[config.mk]
export PLATFORM = sky130hd
export DESIGN_NAME = cpu_trace_monitor
export DESIGN_NICKNAME = d
export VERILOG_FILES = /design/src/rtl/cpu_trace_monitor.sv
export SDC_FILE = /design/constraint.sdc
export NUM_CORES = 2
export LEC_CHECK = 0
export BUFFER_PORTS_ARGS = -buffer_cell sky130_fd_sc_hd__buf_2
export CORE_AREA = 2 2 377 753
export DETAILED_ROUTE_END_ITERATION = 6
export DIE_AREA = 0 0 379 755
export SYNTH_ARGS = -nofsm -noshare
export SYNTH_HDL_FRONTEND = slang
export SYNTH_SLANG_ARGS = --single-unit
[constraint.sdc]
create_clock -name clk -period 10.2 [get_ports clk]
set_clock_uncertainty 0.05 [all_clocks]
set_input_delay 2.04 -clock clk [delete_from_list [all_inputs] [get_ports clk]]
set_output_delay 2.04 -clock clk [all_outputs]
set_load 0.005 [all_outputs]
[src/rtl/cpu_trace_monitor.sv]
// cpu_trace_monitor: commit-trace ring buffer, halt detector and run counters.
// Latency: capture/counters/halt visible the cycle after the commit; reads return 1 cycle after rd_req.
// Backpressure: none; every commit is snooped and every rd_req gets exactly one response.
//
// Ports:
//   clk, reset                       clock (rising edge), synchronous active-high reset
//   commit_valid/pc/instr/we/rd/wdata retiring-instruction snoop from the core
//   trace_en                          1 = record commits into the ring buffer
//   rd_req, rd_idx                    trace read request; rd_idx 0 = oldest held entry
//   rd_valid, rd_miss, rd_*           registered read response
//   entries, overflow                 fill level and sticky overwrite flag
//   halted, halt_pc                   sticky halt flag and PC of the halting commit
//   cycle_count, instr_count          saturating run counters, frozen after halt
module cpu_trace_monitor #(
  parameter int          XLEN       = 64,
  parameter int          DEPTH      = 16,
  parameter logic [31:0] HALT_INSTR = 32'h0000_0000,
  parameter int          HALT_COUNT = 1,
  parameter int          CNT_W      = 32,
  localparam int         AW         = $clog2(DEPTH)
) (
  input  logic             clk,
  input  logic             reset,
  input  logic             commit_valid,
  input  logic [XLEN-1:0]  commit_pc,
  input  logic [31:0]      commit_instr,
  input  logic             commit_we,
  input  logic [4:0]       commit_rd,
  input  logic [XLEN-1:0]  commit_wdata,
  input  logic             trace_en,
  input  logic             rd_req,
  input  logic [AW-1:0]    rd_idx,
  output logic             rd_valid,
  output logic             rd_miss,
  output logic [XLEN-1:0]  rd_pc,
  output logic [XLEN-1:0]  rd_wdata,
  output logic [31:0]      rd_instr,
  output logic             rd_we,
  output logic [4:0]       rd_rd,
  output logic [AW:0]      entries,
  output logic             overflow,
  output logic             halted,
  output logic [XLEN-1:0]  halt_pc,
  output logic [CNT_W-1:0] cycle_count,
  output logic [CNT_W-1:0] instr_count
);

  // Run counter only ever needs to hold 0..HALT_COUNT-1; reaching HALT_COUNT halts.
  localparam int RW = $clog2(HALT_COUNT + 1);

  typedef struct packed {
    logic [XLEN-1:0] pc;
    logic [31:0]     instr;
    logic            we;
    logic [4:0]      rd;
    logic [XLEN-1:0] wdata;
  } entry_t;

  entry_t          trace_mem [DEPTH];
  logic [AW-1:0]   wr_ptr;
  logic [RW-1:0]   run_q;

  logic            capture;
  logic            commit_live;
  logic            is_halt_instr;
  logic            halt_hit;
  logic            rd_hit;
  logic [AW-1:0]   rd_phys;
  entry_t          rd_ent;

  always_comb begin
    commit_live   = commit_valid && !halted;
    capture       = commit_live && trace_en;
    is_halt_instr = (commit_instr == HALT_INSTR);
    halt_hit      = commit_live && is_halt_instr && (run_q == RW'(HALT_COUNT - 1));
    // Oldest entry sits entries slots behind wr_ptr; when full, entries[AW-1:0]
    // is 0 so the oldest is wr_ptr itself. Uses pre-capture state.
    rd_hit        = ({1'b0, rd_idx} < entries);
    rd_phys       = wr_ptr - entries[AW-1:0] + rd_idx;
    rd_ent        = trace_mem[rd_phys];
  end

  // Buffer storage carries no reset; validity is tracked by entries.
  always_ff @(posedge clk) begin
    if (!reset && capture) begin
      trace_mem[wr_ptr] <= '{pc: commit_pc, instr: commit_instr, we: commit_we,
                             rd: commit_rd, wdata: commit_wdata};
    end
  end

  always_ff @(posedge clk) begin
    if (reset) begin
      wr_ptr      <= '0;
      entries     <= '0;
      run_q       <= '0;
      overflow    <= 1'b0;
      halted      <= 1'b0;
      halt_pc     <= '0;
      cycle_count <= '0;
      instr_count <= '0;
      rd_valid    <= 1'b0;
      rd_miss     <= 1'b0;
      rd_pc       <= '0;
      rd_wdata    <= '0;
      rd_instr    <= '0;
      rd_we       <= 1'b0;
      rd_rd       <= '0;
    end else begin
      if (capture) begin
        wr_ptr <= wr_ptr + AW'(1);
        if (entries == (AW+1)'(DEPTH)) begin
          overflow <= 1'b1;
        end else begin
          entries <= entries + (AW+1)'(1);
        end
      end

      if (commit_live) begin
        if (instr_count != '1) begin
          instr_count <= instr_count + CNT_W'(1);
        end
        if (!is_halt_instr) begin
          run_q <= '0;
        end else if (!halt_hit) begin
          run_q <= run_q + RW'(1);
        end
      end

      if (halt_hit) begin
        halted  <= 1'b1;
        halt_pc <= commit_pc;
      end

      // Counts the halting cycle too, since halted is still 0 during it.
      if (!halted && cycle_count != '1) begin
        cycle_count <= cycle_count + CNT_W'(1);
      end

      rd_valid <= rd_req;
      if (rd_req) begin
        rd_miss <= !rd_hit;
        if (rd_hit) begin
          rd_pc    <= rd_ent.pc;
          rd_wdata <= rd_ent.wdata;
          rd_instr <= rd_ent.instr;
          rd_we    <= rd_ent.we;
          rd_rd    <= rd_ent.rd;
        end else begin
          rd_pc    <= '0;
          rd_wdata <= '0;
          rd_instr <= '0;
          rd_we    <= 1'b0;
          rd_rd    <= '0;
        end
      end
    end
  end

endmodule

[Word level (Yosys, flattened, before mapping)]
Memories as Yosys holds them, arrays and structs flattened.
Index checks and enable logic that the tools add are counted.
Operators by class
  eq/ne operators: 4
  add/subtract/negate cells: 7
  order comparisons: 1
  reductions and logical operators: 14
  bitwise operators: 2
  muxes and demuxes: 9
Operator list (count)
  two-way mux 64 bit: 2
  adder 32 x 1 -> 32 bit, second input constant: 2
  inequality test 32 bit, second input constant: 2
  logical NOT 32 bit: 1
  two-way mux 32 bit: 1
  AND reduction 2 bit: 4
  logical AND 1 bit: 6
  adder 5 x 1 -> 5 bit, second input constant: 1
  equality test 5 bit, second input constant: 1
  < comparator 4 x 5 -> 1 bit: 1
  two-way mux 1 bit: 5
  two-way mux 5 bit: 1
  adder 4 x 1 -> 4 bit, second input constant: 1
  adder 4 bit: 1
  subtractor 4 bit: 1
  logical NOT 1 bit: 3
  inequality test 2 bit, second input constant: 1
  inverter 1 bit: 2
  adder 1 bit, second input constant: 1
Storage, ports and cells
  memories: 1
  register bits: 308
  bits in writable memories: 2656
  output and inout port bits: 303
  bits of input ports: 175
Memory list
  trace_mem: depth 16, bits a word 166, rd ports 1, clocked after Yosys merged registers in 0, wr ports 1, line 59  | entry_t trace_mem [DEPTH];

[Depth between registers and ports, before layout]
  depth after elaboration: 6
  gate-level depth with buffers: 14
  depth with buffers taken out: 11

[Worst setup path before layout]
Ideal clock, no wire load.
  path kind: input -> register
  from: input port commit_valid
  to: memory trace_mem[7][0] (netlist bit), enable pin
  cell stages on the path: 6
  arrival time: 9.761 ns
  setup time: 0.694 ns
  slack: -0.305 ns
  data required time: 9.456 ns
  path through: nor2b_1 -> clkbuf_1 -> nand2_1 -> nor3_1 -> nand2_1 -> nor2_1
On the way
  cells in the longest elaborated chain, start to end: 5
RTL lines
  start: declaration: line 24  | input logic commit_valid,
  logical AND 1 bit: line 72  | commit_live = commit_valid && !halted;
  logical AND 1 bit: line 73  | capture = commit_live && trace_en;
  logical AND 1 bit: line 85  | if (!reset && capture) begin
  two-way mux 1 bit: line 85
  two-way mux 1 bit (not written as such): line 86  | trace_mem[wr_ptr] <= '{pc: commit_pc, instr: commit_instr, we: commit_we,
  end: declaration: line 59
Every way passes these cells.

[Worst setup path in the final report]
  from: input port rd_idx[1]
  to: register rd_wdata[60]
On the way
  cells in the longest elaborated chain, start to end: 3
  elaborated cells on any way between the ends: 4
  those cells by class: add/sub (1); order compare (1); mux (1); memory (1)
RTL lines
  start: declaration: line 32  | input logic [AW-1:0] rd_idx,
  adder 4 bit: line 79  | rd_phys = wr_ptr - entries[AW-1:0] + rd_idx;
  memory read (16 x 166 bit)
  two-way mux 64 bit (*): line 142  | if (rd_hit) begin
  end signal: assignment: line 144  | rd_wdata <= rd_ent.wdata;
  end: declaration: line 36  | output logic [XLEN-1:0] rd_wdata,
Mark *: on every way between the ends. The rest lies on a longest branch, timed or not.
A chain may end at the register's enable or synchronous reset.

==> results.toml <==
[clock_tree]
clock_sinks = 2964
root_buffer = "clkbuf_16"
h-tree-depth = 5
ctsHoldBuffers = 0
tritoncts = "done"
clk_latency_ns = 0.88
cts_setup_buffers = 0
cts_resized = 0
cts_buffers = 274
clk_pin_slew_worst_paths_ns = 0.06
clockBufferDepth = 4

[timing]
rsz0062_at_grt = "false"
final-setup-viol-count = 0
maxSlewHeadroom_pct = 28.79
period_share_pct = 57.41
tns_ns = 0
hold_viol = 0
fmax_mhz = 170.8
tightest_slew_ns = 1.068
fin_crit_ns = 5.856
drv_slew = 0

[power]
swShare_pct = 24.81
ir_drop_v = 0.0001554
comb_power_share_pct = 14.9
power_frac_seq_pct = 48.1
intPower_mw = 20.91
switching_power_mw = 6.898
p_leak_nw = 42.01
pwr-share-clk_pct = 37.1
power_density_nw_per_um2 = 218.0

[floorplan]
start_util_pct = 39.94
dieArea_um2 = 286100
core_area_um2 = 280100
ios = 478
dieWidth_um = 379
rows = 275
fp.dieH_um = 755

[finish]
multi_input_area_um2 = 24480
nNetsFinal = 6211
final_core_util_pct = 45.55
drive_above_1_share_pct = 24.03
mostFrequentLayoutCells = "edfxtp_1, mux2i_1, mux4_2"
final_cells = 10000
area_growth_pct = 14.03
mostFrequentLayoutCell = "edfxtp_1"
fillers = 23890
regArea_um2 = 85920

[worst_hold_path]
hp-start = "rd_pc[52]"
hold_end = "rd_pc[52]"
hold_class = "flop to flop"
holdPathStages = 1

[worst_setup_path]
cp_max_fo = 48
reg2reg_to = "rd_wdata[60]"
crit_family = "buffers and inverters"
reg2reg_slack_ns = 5.13
start_kind = "input pin"
worstPathCellList = "buf_2 > inv_1 > fa_1 > inv_1 > fa_4 > xnor2_4 > buf_4 > and2_4 > buf_4 > a22oi_1 > o211ai_1 > o21ai_0 > a22o_1"
cp.arrival_ns = 6.52
reg2reg_from = "wr_ptr[0]"
r2r_cells = 13
crit_path_top_delay_cell = "buf_4"
max_stage_delay_ns = 0.81
critical_path_buf_inv_count = 5
setup.worst_path.class = "input pin to flop"
cp_data_required_time_ns = 10.87
cp-end-kind = "flop"

[logic_synthesis]
synth_edf_count = 2656
synth_seq_area_share_pct = 76.81
synth-async-reset-ratio_pct = 0
synth-seq-cells = 2964
postSynthNetCount = 5685
avgSynthCellArea_um2 = 20.37
synth_ff_type = "edfxtp_1"
yosys.cell_types.count = 49
syn-cell-area_um2 = 111900
synth_warnings = 0
syn_inst = 5492

[global_route]
grt_pass1_vias = 58600
antenna_found_initial = 54
grt_pass1_wl_mm = 415.5
grt_usage_pct = 20.13
grt_max_degree = 112
overflow = 0

[route]
vias_per_cell = 5.610
routedWlPerCell_um = 29.21
via_count = 56100
drt_wl_total_mm = 292.1
firstDrtPassIters = 7
antenna_left = 0
drt_drc_violations_left = 0
drt-initial-drc-count = 4388

[place]
place_inst = 9481
place.gp.congestion = 0.7750
io_buffers = 477
dpl.hpwl_mm = 149.6

[flow_run]
max-cap-violations = 0

[status]
status = "complete, no violations"
power by group through the flow:
| stage | clock network (mW) | logic, mW | registers [mW] |
|---|---|---|---|
| final | 10.3 | 4.14 | 13.4 |
| after global routing | 11.0 | 4.47 | 13.4 |
| after CTS | 10.6 | 4.24 | 13.4 |
| after detailed placement | 0 | 4.23 | 13.6 |
| after global placement | 0 | 4.20 | 13.6 |
| after floorplan | 0 | 2.99 | 13.6 |
layer usage:
layer	global-route usage (%)	part of all wire [%]
met5	0	0.057
met4	6.669	3.1
met3	4.204	6.4
met2	34.97	51
met1	24.88	39
registers in the layout, summed over array words and instances, names as in the netlist, 32 cells and up:
register and count:
trace_mem 2656, halt_pc 64, rd_pc 64, rd_wdata 64
cycle_count 32, instr_count 32, rd_instr 32
worst max-delay path by stage:
stage | cells after the start | end | from | slack (ns)
after floorplan | 6 | trace_mem[7][0] | commit_valid | 2.49
after global routing | 13 | rd_pc[9] | rd_idx[1] | 4.17
after global placement | 13 | rd_pc[9] | rd_idx[1] | 3.28
after detailed placement | 13 | rd_pc[8] | rd_idx[1] | 3.36
after CTS | 13 | rd_wdata[53] | rd_idx[1] | 4.32
final | 13 | rd_wdata[60] | rd_idx[1] | 4.34
cell type report:
| class | count | share of cell area [%] |
|---|---|---|
| antenna | 24 | 0.04708 |
| clock buffer | 375 | 5.970 |
| clock inverter | 120 | 0.9651 |
| inverter | 19 | 0.05591 |
| multi-input combinational | 2184 | 19.19 |
| sequential | 2964 | 67.36 |
| tap | 3739 | 3.667 |
| timing repair buffer | 575 | 2.747 |
cells in the mapped netlist, types with 2 or more instances:
cell type     n  area (um2)
nand3_1      30       150.1
edfxtp_1   2656       79760
buf_1        22       82.58
or2_2         3       18.77
o21ai_1      75       375.4
clkbuf_1    147       551.8
buf_2       136       680.7
buf_6        11       123.9
ha_1         15       187.7
nand2b_1      2       12.51
and3_1       13       81.33
a22o_1      166        1454
mux4_2      498       11220
a31oi_1       5       31.28
a211oi_1      6       45.04
buf_4         9       67.56
nor3_1       23       115.1
nor3b_1       4       30.03
inv_1        19       71.32
and4_1        8       70.07
a21o_1        3       22.52
nand2_1      30       112.6
a21oi_1      19       95.09
nor4_4        2       42.54
xor2_1       21       183.9
o211ai_1    167        1254
nor4_1       11       68.82
or3_1        12       75.07
o21ai_0     103       515.5
nor4b_1       5       43.79
dfxtp_1     308        6166
nor2b_1       4       25.02
mux2i_1     563        5635
nor2_1      143       536.8
fa_1          3       60.06
nand4_1      23       143.9
and2_1       16       100.1
a22oi_1     166        1246
xnor2_1      35       306.5
cells by family after synthesis:
family / share of synthesized area, %
xor+xnor: 0.4776
fa+ha+maj: 0.2215
mux: 15.06
compound gates: 4.534
buf+inv: 1.410
simple gates: 1.483
flops: 76.81
metrics by stage:
step	power [mW]	setup WS, ns	cell area (um2)	hold WS, ns
floorplan	16.61	2.492	111900	0.4076
global placement	17.82	3.277	118600	0.4082
detailed placement	17.86	3.362	118700	0.4103
CTS	28.16	4.322	127500	0.4268
global route	28.81	4.167	127500	0.4430
finish	27.81	4.344	127600	0.4254
Note: power is estimated with default switching activity, not from simulation.
